File: config.mk
export PLATFORM = sky130hd
export DESIGN_NAME = axis2ccd
export DESIGN_NICKNAME = d
export VERILOG_FILES = /design/src/rtl/axis2ccd.sv
export SDC_FILE = /design/constraint.sdc
export NUM_CORES = 1
export LEC_CHECK = 0
export BUFFER_PORTS_ARGS = -buffer_cell sky130_fd_sc_hd__buf_2
export CAP_MARGIN = 10
export CORE_AREA = 3 3 63 89
export DETAILED_ROUTE_END_ITERATION = 12
export DIE_AREA = 0 0 66 92
export HOLD_SLACK_MARGIN = 0.06
export PLACE_DENSITY = 0.92
export SETUP_SLACK_MARGIN = 0.2
export SYNTH_ARGS = -nofsm -noshare
export SYNTH_HDL_FRONTEND = slang
export SYNTH_SLANG_ARGS = --single-unit
File: constraint.sdc
create_clock -name pixel_clk -period 8.85 [get_ports pixel_clk]
set_clock_uncertainty 0.05 [all_clocks]
set_input_delay 2.655 -clock pixel_clk [delete_from_list [all_inputs] [get_ports pixel_clk]]
set_output_delay 2.655 -clock pixel_clk [all_outputs]
set_load 0.02 [all_outputs]
File: src/rtl/axis2ccd.sv
// AXI-Stream line input to CCD-style pixel stream: pads each line with dummy words,
// inserts idle gaps between lines and flags protocol errors on the input side.
module axis2ccd #(
   parameter int                    DATA_WIDTH      = 12,
   parameter int                    EFFECT_COLS     = 2048,
   parameter int                    PRE_DUMMY_COLS  = 32,
   parameter int                    POST_DUMMY_COLS = 8,
   parameter int                    LINE_GAP        = 16,
   parameter logic [DATA_WIDTH-1:0] DUMMY_VALUE     = '0
) (
   input  logic                  pixel_clk,
   input  logic                  rst_n,
   input  logic [DATA_WIDTH-1:0] s_axis_tdata,
   input  logic                  s_axis_tvalid,
   output logic                  s_axis_tready,
   input  logic                  s_axis_tlast,
   input  logic                  s_axis_tuser,
   input  logic [10:0]           rows,
   output logic                  tvalid,
   output logic [DATA_WIDTH-1:0] tdata,
   output logic                  frame_done,
   output logic                  err
);

   // state    | meaning
   // WAIT_SOF | discard beats until a tuser beat starts a frame
   // PRE      | emit leading dummy words
   // EFF      | pass effective pixels (or fill with dummies after early tlast)
   // POST     | emit trailing dummy words
   // GAP      | idle cycles between lines
   typedef enum logic [2:0] {WAIT_SOF, PRE, EFF, POST, GAP} state_t;

   localparam logic [11:0] EFF_M1  = 12'(EFFECT_COLS - 1);
   localparam logic [11:0] PRE_M1  = 12'(PRE_DUMMY_COLS - 1);
   localparam logic [11:0] POST_M1 = 12'(POST_DUMMY_COLS - 1);
   localparam logic [11:0] GAP_M1  = 12'(LINE_GAP - 1);

   state_t                  state, state_nxt;
   logic [11:0]             col_cnt, cnt_nxt;
   logic [10:0]             line_cnt, line_nxt;
   logic [10:0]             rows_lat, rows_nxt;
   logic                    fill, fill_nxt;
   logic                    out_vld;
   logic [DATA_WIDTH-1:0]   out_dat;
   logic                    err_set, done_nxt;
   logic                    line_done, post_done, gap_done, to_pre;

   always_ff @(posedge pixel_clk or negedge rst_n) begin
      if (!rst_n) begin
         state      <= WAIT_SOF;
         col_cnt    <= '0;
         line_cnt   <= '0;
         rows_lat   <= '0;
         fill       <= 1'b0;
         tvalid     <= 1'b0;
         tdata      <= '0;
         frame_done <= 1'b0;
         err        <= 1'b0;
      end else begin
         state      <= state_nxt;
         col_cnt    <= cnt_nxt;
         line_cnt   <= line_nxt;
         rows_lat   <= rows_nxt;
         fill       <= fill_nxt;
         tvalid     <= out_vld;
         tdata      <= out_dat;
         frame_done <= done_nxt;
         err        <= err | err_set;
      end
   end

   always_comb begin
      state_nxt     = state;
      cnt_nxt       = col_cnt;
      line_nxt      = line_cnt;
      rows_nxt      = rows_lat;
      fill_nxt      = fill;
      out_vld       = 1'b0;
      out_dat       = tdata;
      err_set       = 1'b0;
      done_nxt      = 1'b0;
      line_done     = 1'b0;
      post_done     = 1'b0;
      gap_done      = 1'b0;
      to_pre        = 1'b0;
      s_axis_tready = 1'b0;

      case (state)
         WAIT_SOF: begin
            s_axis_tready = s_axis_tvalid & ~s_axis_tuser;
            if (s_axis_tvalid && s_axis_tuser) begin
               rows_nxt = (rows == 11'd0) ? 11'd1 : rows;
               line_nxt = '0;
               to_pre   = 1'b1;
            end
         end
         PRE: begin
            out_vld = 1'b1;
            out_dat = DUMMY_VALUE;
            if (col_cnt == 12'd0) begin
               state_nxt = EFF;
               cnt_nxt   = EFF_M1;
            end else begin
               cnt_nxt = col_cnt - 12'd1;
            end
         end
         EFF: begin
            s_axis_tready = ~fill;
            if (fill) begin
               out_vld = 1'b1;
               out_dat = DUMMY_VALUE;
               if (col_cnt == 12'd0) line_done = 1'b1;
               else cnt_nxt = col_cnt - 12'd1;
            end else if (s_axis_tvalid) begin
               out_vld = 1'b1;
               out_dat = s_axis_tdata;
               // only the first pixel of line 0 may carry SOF
               if (s_axis_tuser && !(line_cnt == 11'd0 && col_cnt == EFF_M1)) err_set = 1'b1;
               if (col_cnt == 12'd0) begin
                  if (!s_axis_tlast) err_set = 1'b1;
                  line_done = 1'b1;
               end else begin
                  if (s_axis_tlast) begin
                     err_set  = 1'b1;
                     fill_nxt = 1'b1;
                  end
                  cnt_nxt = col_cnt - 12'd1;
               end
            end
         end
         POST: begin
            out_vld = 1'b1;
            out_dat = DUMMY_VALUE;
            if (col_cnt == 12'd0) post_done = 1'b1;
            else cnt_nxt = col_cnt - 12'd1;
         end
         GAP: begin
            if (col_cnt == 12'd0) gap_done = 1'b1;
            else cnt_nxt = col_cnt - 12'd1;
         end
         default: state_nxt = WAIT_SOF;
      endcase

      // zero-length phases collapse into the following phase in the same cycle
      if (line_done) begin
         fill_nxt = 1'b0;
         if (POST_DUMMY_COLS != 0) begin
            state_nxt = POST;
            cnt_nxt   = POST_M1;
         end else begin
            post_done = 1'b1;
         end
      end
      if (post_done) begin
         line_nxt = line_cnt + 11'd1;
         if (LINE_GAP != 0) begin
            state_nxt = GAP;
            cnt_nxt   = GAP_M1;
         end else begin
            gap_done = 1'b1;
         end
      end
      if (gap_done) begin
         if (line_nxt < rows_lat) begin
            to_pre = 1'b1;
         end else begin
            state_nxt = WAIT_SOF;
            done_nxt  = 1'b1;
         end
      end
      if (to_pre) begin
         fill_nxt = 1'b0;
         if (PRE_DUMMY_COLS != 0) begin
            state_nxt = PRE;
            cnt_nxt   = PRE_M1;
         end else begin
            state_nxt = EFF;
            cnt_nxt   = EFF_M1;
         end
      end
   end

endmodule
==> results.cfg, run 1 <==
[clock_tree]
root_buffer = clkbuf_8
cts.sinks = 53
post_cts.repair.setup_buffers = 0
cts_tree = done
clockBufferDepth = 2
hold_buffers = 0
clk_pin_slew_worst_paths_ns = 0.09
clkLatencyLatePin_ns = 0.31
cts-buffers-inserted = 5
htree_levels = 2
cts-resized-gates = 0

[power_and_ir_drop]
p_leak_nw = 1.59
vdd_drop_max_mv = 0.123
p_total_mw = 0.970
powerDensity_nw_per_um2 = 295

[placed_design]
dpl.hpwl_um = 5220
port_buffers = 43
routabilityCongestion = 0.988

[setup_path]
required_ns = 6.15
crit_arrival_ns = 3.49
end_kind = primary output
worstReg2RegStart = col_cnt[0]$_DFFE_PN0P_
crit_fanout = 6
r2r_slack_ns = 4.38
worst-r2r-cell-count = 14
crit_type = in2out
cp-startpoint = s_axis_tvalid
setup.worst_path.start_class = primary input

[timing]
finalHoldViolations = 0
slew-limit-headroom_pct = 39.8
finalMaxSlewViolations = 0
fin_crit_sh_pct = 70.0
worstMarginPinSlew_ns = 0.901
period_needed_ns = 6.19
fin_setup_tns_ns = 0
rsz0062_at_grt = false
max_freq_mhz = 162
setup_viol = 0

[synthesis]
yosysSeqAreaShare_pct = 45.2
netlist_instances = 318
ys_types = 51
yosysMostFrequentCell = dfrtp_1
synth_commonest_cells = 53 x dfrtp_1, 39 x nand2_1, 25 x o21ai_0, 20 x inv_1
yosys.area.top_type_share_pct = 45.2
synth_edf_count = 0
ys.flop_type = dfrtp_1
syn-mean-instance-area_um2 = 9.22
synth.net_count = 361
yosys.area.top_type = dfrtp_1
synthArstFlopShare_pct = 100
ys_ff_latch = 53
ys_warn_count = 0
syn_area_um2 = 2930
synth_area_leaders = dfrtp_1 45%, ha_1 6.4%, nand2_1 5.0%, o21ai_0 4.3%, a22o_1 3.6%

[global_routing]
antenna_found_initial = 0
grt_max_degree = 54
grtUsageTotal_pct = 24.7
grt_first_pass_wirelength_um = 11800
grt-ovfl-total = 0
grt_pass1_vias = 2602

[cells_and_area]
n_antenna_cell = 0
regArea_um2 = 1330
layout-drive-gt1-share_pct = 16.9
area.growth.synth_to_final_pct = 12.2
fillers = 365
multi_input_area_um2 = 1460
nets = 398

[floorplanning]
die_h_um = 92
chipWidth_um = 66
die_area_um2 = 6070
core_area_um2 = 4840
ios = 44
num_rows = 30
start_util_pct = 60.6

[route]
finalWirelength_um = 7130
via_per_inst = 6.25
final_antenna_net_count = 0
first_pass_iters = 5
vias = 2627
wl_per_cell_um = 17.0
drt-initial-drc-count = 270
drc = 0

[outcome]
status = finished, final reports clean

[hold_path]
min_path_type = reg2reg
worstHoldStart = err$_DFF_PN0_
hold_depth = 1

[job]
drv_cap = 0
-- per-layer routing --
layer,GRT usage [%],wire [µm],part of all wire (%),vias up
li1,-,-,-,1236
met1,27.8,2630,37,1256
met2,43.5,3930,55,106
met3,3.68,295,4.1,29
met4,13.7,277,3.9,0
met5,0,0,0,-
-- sequential cells by signal, indices dropped and copies added, names as in the netlist --
signal,count
frame_done,1
line_cnt,11
fill,1
err,1
col_cnt,12
rows_lat,11
tvalid,1
tdata,12
state,3
-- metrics by stage --
step           hold WS, ns  worst slack, ns  area, µm²  utilization, %  instances
4_1_cts              0.427             2.68       3290            68.0        420
5_1_grt              0.442             2.56       3290            68.0        420
3_3_place_gp         0.394             2.83       3170            65.5        412
2_1_floorplan        0.392             2.82       2930               -        318
3_5_place_dp         0.402             2.68       3170            65.5        412
6_report             0.422             2.66       3290            68.0        420
-- area by class of cell --
cell class,instances,share of cell area (%)
clock buffers,6,2.51
clock inverters,2,1.14
inverters,20,2.28
multi-input cells,230,44.4
flip-flops and latches,53,40.3
well taps,64,2.43
repair buffers,45,6.99
-- power breakdown --
part	internal [mW]	total (mW)	switching [mW]
Combinational	0.149	0.369	0.220
Clock	0.0920	0.171	0.0790
Sequential	0.325	0.431	0.105
Total	0.566	0.970	0.404
-- cells in the final DEF, fill, tap and decap left out, types with 2 or more instances in the layout --
master     synthesis  final
dfrtp_1           53     53
buf_2              5     43
nand2_1           39     39
o21ai_0           25     25
inv_1             20     20
nor2_1            18     18
a21oi_1           18     18
nand3_1           15     15
ha_1              15     15
a22o_1            12     12
nor3_1            10     10
nand4_1            8      8
o31ai_1            6      6
clkbuf_8           0      6
a21o_1             5      5
nor4b_1            4      4
nor2b_1            4      4
a311oi_1           4      4
and3_1             3      3
nand2b_1           3      3
nor3b_1            3      3
nor4_1             4      3
and4_2             2      2
o211ai_1           2      2
o21bai_1           2      2
a2111oi_0          2      2
nand3b_1           2      2
a31oi_1            2      2
buf_4              0      2
-- cell families (layout without fill, tap and decap cells) --
group | Yosys count | after routing | synth area share [%]
adder cells (fa/ha/maj) | 15 | 15 | 6.40
flip-flops | 53 | 53 | 45.2
buffers and inverters | 35 | 73 | 5.20
AO/OA/AOI/OAI | 89 | 89 | 20.0
XOR/XNOR | 2 | 2 | 0.597
AND/OR/NAND/NOR | 124 | 124 | 22.6
-- worst max-delay path, cell delays in order --
cell and delay, ns:
buf_2 0.12, nor3b_1 0.26, a21oi_1 0.12, nor3_1 0.14, buf_2 0.19
-- worst paths after layout --
check | end
min in group asynchronous | rows_lat[1]$_DFFE_PN0P_
worst max-delay path | s_axis_tready
max in group asynchronous | tdata[8]$_DFFE_PN0P_
worst min-delay path | err$_DFF_PN0_
worst max register to register | col_cnt[9]$_DFFE_PN0P_
worst min register to register | err$_DFF_PN0_
Note: power is estimated with default switching activity, not from simulation.
==> inputs of run 2 (changes only) <==
Settings changed: ABC_AREA from default to 1, CORE_AREA 3 3 63 89 to 3 3 68 95, DIE_AREA 0 0 66 92 to 0 0 71 98, PLACE_DENSITY 0.92 to 0.88.
Clock period 8.85 ns to 5.8 ns, I/O delays scaled along.
==> results.cfg, run 2 <==
[outcome]
status = finished, final reports clean

[synthesis]
synth.net_count = 468
synth_edf_count = 0
yosys.area.top_type = dfrtp_1
netlist_instances = 425
syn-mean-instance-area_um2 = 7.63
synth_area_leaders = dfrtp_1 41%, nand2_1 9.9%, inv_1 7.9%, ha_1 5.8%, o21ai_0 5.6%
ys_warn_count = 0
yosysSeqAreaShare_pct = 40.9
yosys.area.top_type_share_pct = 40.9
yosysMostFrequentCell = nand2_1
ys_ff_latch = 53
ys_types = 40
synthArstFlopShare_pct = 100
syn_area_um2 = 3240
ys.flop_type = dfrtp_1
synth_commonest_cells = 86 x nand2_1, 68 x inv_1, 53 x dfrtp_1, 36 x o21ai_0, 31 x nor2_1

[setup_path]
end_kind = flip-flop
cp-startpoint = s_axis_tvalid
crit_chain = buf_2 -> nand2_1 -> nor2_2 -> buf_4 -> clkinv_1 -> nand3_1 -> o21a_1 -> inv_1 -> ha_1 -> nand2_1 -> inv_1 -> nand3_1 -> inv_1 -> a21oi_1 -> nand3_2 -> nand4_2 -> nand2_1 -> nand2_1
path_common_cell = nand2_1
cp_slowest_cell = clkinv_1
setup.worst_path.start_class = primary input
crit_fanout = 26
crit_arrival_ns = 4.65
crit_type = in2reg
worstReg2RegStart = col_cnt[6]$_DFFE_PN0P_
required_ns = 6.01
crit_path_max_incr_delay_ns = 0.46

[global_routing]
antenna_found_initial = 0
grt_pass1_vias = 2915
grtUsageTotal_pct = 23.4
grt-ovfl-total = 0
grt_first_pass_wirelength_um = 13200
grt_max_degree = 54

[route]
wl_met3_um = 342
vias = 3022
drt-initial-drc-count = 215
met2WireLength_um = 4140
via_per_inst = 5.63
drc = 0
wl_per_cell_um = 14.2
wirelength_met1_um = 2990
first_pass_iters = 5
dr.max_layer_used = met4
final_antenna_net_count = 0
finalWirelength_um = 7620

[floorplanning]
die_h_um = 98
die_area_um2 = 6960
chipWidth_um = 71
start_util_pct = 57.9
num_rows = 32
core_area_um2 = 5610
ios = 44

[cells_and_area]
final_common_cell = nand2_1
final_cell_area_um2 = 3600
area.growth.synth_to_final_pct = 11.1
nets = 511
n_antenna_cell = 0
mostFrequentLayoutCells = 86 x nand2_1, 68 x inv_1, 53 x dfrtp_1
fillers = 490
top_regs = col_cnt (12), tdata (12)
layout-drive-gt1-share_pct = 15.8

[placed_design]
dpl.hpwl_um = 5890
place_area_um2 = 3520
port_buffers = 43
routabilityCongestion = 0.889

[clock_tree]
cts-buffers-inserted = 5
cts-resized-gates = 0
root_buffer = clkbuf_8
cts_tree = done
hold_buffers = 0
htree_levels = 2
clockBufferDepth = 2
clk_pin_slew_worst_paths_ns = 0.10
post_cts.repair.setup_buffers = 0
clkLatencyLatePin_ns = 0.32
cts.sinks = 53

[job]
drv_cap = 0

[timing]
worstMarginPinSlew_ns = 0.664
max_freq_mhz = 226
period_needed_ns = 4.43
fin_setup_tns_ns = 0
rsz0062_at_grt = false
slew-limit-headroom_pct = 55.8
finalHoldViolations = 0
finalMaxSlewViolations = 0
setup_viol = 0
whs_ns = 0.435
fin_crit_sh_pct = 76.4

[hold_path]
worstHoldStart = err$_DFF_PN0_
min_path_type = reg2reg

[power_and_ir_drop]
p_total_mw = 0.687
p_leak_nw = 1.92
powerDensity_nw_per_um2 = 191
vdd_drop_max_mv = 0.196
==> run 2: path summary, 6_finish.rpt <==
check / endpoint / slack, ns / cells after the start
min in group asynchronous: col_cnt[8]$_DFFE_PN0P_ / 1.46 / 2
hold / removal: err$_DFF_PN0_ / 0.44 / 1
setup / recovery: col_cnt[4]$_DFFE_PN0P_ / 1.37 / 18
setup reg to reg: col_cnt[4]$_DFFE_PN0P_ / 2.19 / 22
hold reg to reg: err$_DFF_PN0_ / 0.44 / 1
max in group asynchronous: rows_lat[1]$_DFFE_PN0P_ / 3.76 / 2
==> run 2: per-layer routing <==
metal | vias up | global-route usage (%)
li1 | 1502 | -
met1 | 1430 | 28.0
met2 | 79 | 41.5
met3 | 11 | 3.60
met4 | 0 | 8.83
met5 | - | 0
==> run 2: final cells by class <==
class | instances | area (µm²) | share of cell area, %
Clock buffer | 6 | 72.6 | 2.01
Tap cell | 68 | 85.1 | 2.36
Multi-Input combinational cell | 292 | 1610 | 44.7
Inverter | 71 | 267 | 7.40
Sequential cell | 53 | 1330 | 36.8
Timing Repair Buffer | 45 | 230 | 6.39
Clock inverter | 2 | 13.8 | 0.382
==> run 2: through the flow <==
step / utilization (%) / std cells / setup WS, ns
6_report: 64.3 / 537 / 1.37
5_1_grt: 64.3 / 537 / 1.01
4_1_cts: 64.3 / 537 / 1.41
3_5_place_dp: 62.7 / 529 / 1.08
3_3_place_gp: 62.7 / 529 / 1.15
2_1_floorplan: - / 425 / 1.80
==> run 2: power by group <==
part / switching, mW / leakage (nW) / internal, mW
combinational: 0.0577 / 1.21 / 0.0323
clock: 0.123 / 0.0456 / 0.0862
sequential: 0.00733 / 0.666 / 0.380
==> run 2: critical path, delay by kind of cell <==
family | cells | cell delay (ns)
and+or+nand+nor | 9 | 1.19
buffers and inverters | 6 | 0.99
AOI/OAI and AO/OA | 2 | 0.43
adders and majority gates | 1 | 0.29
==> run 2: cells by family after synthesis <==
| kind of cell | Yosys count | synth area share [%] |
|---|---|---|
| XOR/XNOR | 4 | 1.08 |
| flip-flops | 53 | 40.9 |
| buffers and inverters | 80 | 9.53 |
| AO/OA/AOI/OAI | 73 | 13.2 |
| AND/OR/NAND/NOR | 199 | 29.2 |
| adder cells (fa/ha/maj) | 15 | 5.78 |
| multiplexers | 1 | 0.309 |
==> inputs of run 3 (changes only) <==
Settings changed: CORE_AREA 3 3 68 95 to 3 3 71 100, DIE_AREA 0 0 71 98 to 0 0 74 103, PLACE_DENSITY 0.88 to 0.85.
Clock period 5.8 ns to 3.77 ns, I/O delays scaled along.
==> results.cfg, run 3 (synthesis gave the netlist of run 2 again) <==
[setup_path]
worstReg2RegStart = col_cnt[6]$_DFFE_PN0P_
crit_fanout = 8
crit_path_max_incr_delay_ns = 0.46
cp_num_buf_inv = 4
required_ns = 3.92
end_kind = flip-flop
r2r_slack_ns = 0.29
crit_arrival_ns = 3.62
cpLargestDelayFamily = simple AND/OR/NAND/NOR gates
setup.worst_path.start_class = flip-flop
cp_slowest_cell = dfrtp_2
r2r-end = col_cnt[6]$_DFFE_PN0P_
crit_type = reg2reg
worst-r2r-cell-count = 24
crit_chain = nor2_4 -> nand3_1 -> nor2_2 -> nand2_2 -> nor2_4 -> nand4_4 -> nor2_4 -> nand2_1 -> nor2_2 -> nand3_2 -> o21ai_1 -> inv_1 -> ha_1 -> nand2_1 -> inv_1 -> nand3_2 -> inv_1 -> a21oi_4 -> nand2_2 -> nand2_4 -> nand2_8 -> buf_8 -> nand4_1 -> nand2_1

[floorplanning]
core_area_um2 = 6250
num_rows = 34
chipWidth_um = 74
ios = 44
die_h_um = 103
start_util_pct = 51.9
die_area_um2 = 7620

[timing]
setup_viol = 0
fin_setup_tns_ns = 0
finalMaxSlewViolations = 0
slew-limit-headroom_pct = 55.1
rsz0062_at_grt = false
period_needed_ns = 3.48
worstMarginPinSlew_ns = 0.673
finalHoldViolations = 0
fin_crit_sh_pct = 92.2
worst_slack_ns = 0.294
max_freq_mhz = 288

[clock_tree]
root_buffer = clkbuf_8
htree_levels = 2
clkLatencyLatePin_ns = 0.31
cts.sinks = 53
cts-buffers-inserted = 5
clockBufferDepth = 2
clk_pin_slew_worst_paths_ns = 0.09
cts_tree = done

[global_routing]
antenna_found_initial = 0
grtUsageTotal_pct = 21.9
grt-ovfl-total = 0
grt_first_pass_wirelength_um = 13200
grt_pass1_vias = 3035
grt_max_degree = 54

[cells_and_area]
top_regs = col_cnt (12), tdata (12)
n_antenna_cell = 0
final_common_cell = nand2_1
layout-drive-gt1-share_pct = 22.7
fillers = 505
regArea_um2 = 1330
multi_input_area_um2 = 1720
mostFrequentLayoutCells = 86 x nand2_1, 65 x inv_1, 47 x dfrtp_1
area.growth.synth_to_final_pct = 19.9
nets = 530

[route]
via_per_inst = 5.97
drc = 0
drt-initial-drc-count = 313
vias = 3341
final_antenna_net_count = 0
wl_per_cell_um = 16.0
first_pass_iters = 5
finalWirelength_um = 8950

[placed_design]
dpl.hpwl_um = 6030
pre_cts_ws_ns = 0.174
routabilityCongestion = 0.911
port_buffers = 43

[hold_path]
whs_endpoint = err$_DFF_PN0_
worstHoldStart = err$_DFF_PN0_
hold_depth = 1
min_path_type = reg2reg

[power_and_ir_drop]
powerDensity_nw_per_um2 = 296
p_leak_nw = 2.04
vdd_drop_max_mv = 0.239

[job]
drv_cap = 0

[outcome]
status = finished, final reports clean
## run 3: cell count changes in the layout (fill, tap and decap cells not counted), sizes merged
cell and change:
nand2 +1, nand3 +1, buf +17, inv -1, bufinv +1
## run 3: layer usage
layer  global-route usage [%]  share of wire, %  vias to the layer above
met5                        0                 0                        -
met4                     10.9               6.6                        0
met3                     2.83               6.0                       63
met2                     39.3                52                      186
met1                     25.0                35                     1554
li1                         -                 -                     1538
## run 3: cell type report
type	count	area share, %
well taps	72	2.32
flip-flops and latches	53	34.3
inverters	71	6.85
repair buffers	62	9.39
multi-input cells	294	44.3
clock buffers	6	1.86
clock inverters	2	0.997
## run 3: through the flow
step / power (mW) / instance area [µm²] / std cells / hold slack, ns / utilization (%)
2_1_floorplan: 0.693 / 3240 / 425 / 0.404 / -
3_3_place_gp: 0.741 / 3530 / 534 / 0.408 / 56.4
3_5_place_dp: 0.745 / 3530 / 534 / 0.420 / 56.4
4_1_cts: 1.12 / 3640 / 542 / 0.442 / 58.2
5_1_grt: 1.20 / 3890 / 560 / 0.445 / 62.2
6_report: 1.15 / 3890 / 560 / 0.445 / 62.2
## run 3: worst max path at each step
stage	startpoint	to	slack, ns	cells past startpoint
floorplan	s_axis_tuser	col_cnt[10]$_DFFE_PN0P_	0.46	16
global placement	s_axis_tvalid	col_cnt[1]$_DFFE_PN0P_	0.23	17
detailed placement	s_axis_tvalid	col_cnt[0]$_DFFE_PN0P_	0.17	17
CTS	col_cnt[2]$_DFFE_PN0P_	col_cnt[1]$_DFFE_PN0P_	0.23	22
global route	col_cnt[1]$_DFFE_PN0P_	col_cnt[7]$_DFFE_PN0P_	0.1	25
finish	col_cnt[6]$_DFFE_PN0P_	col_cnt[6]$_DFFE_PN0P_	0.29	24
## run 3: what timing repair did
item,4_1_cts,5_1_grt
gates resized for setup,0,33
hold buffers,0,0
setup endpoints to repair,0,14
setup buffers,0,16
## run 3: power breakdown
| group | leakage [nW] | total [mW] | internal (mW) | switching, mW |
|---|---|---|---|---|
| clock network | 0.0554 | 0.385 | 0.200 | 0.185 |
| logic | 1.33 | 0.168 | 0.0636 | 0.104 |
| registers | 0.659 | 0.598 | 0.585 | 0.0131 |
| total | 2.04 | 1.15 | 0.849 | 0.302 |
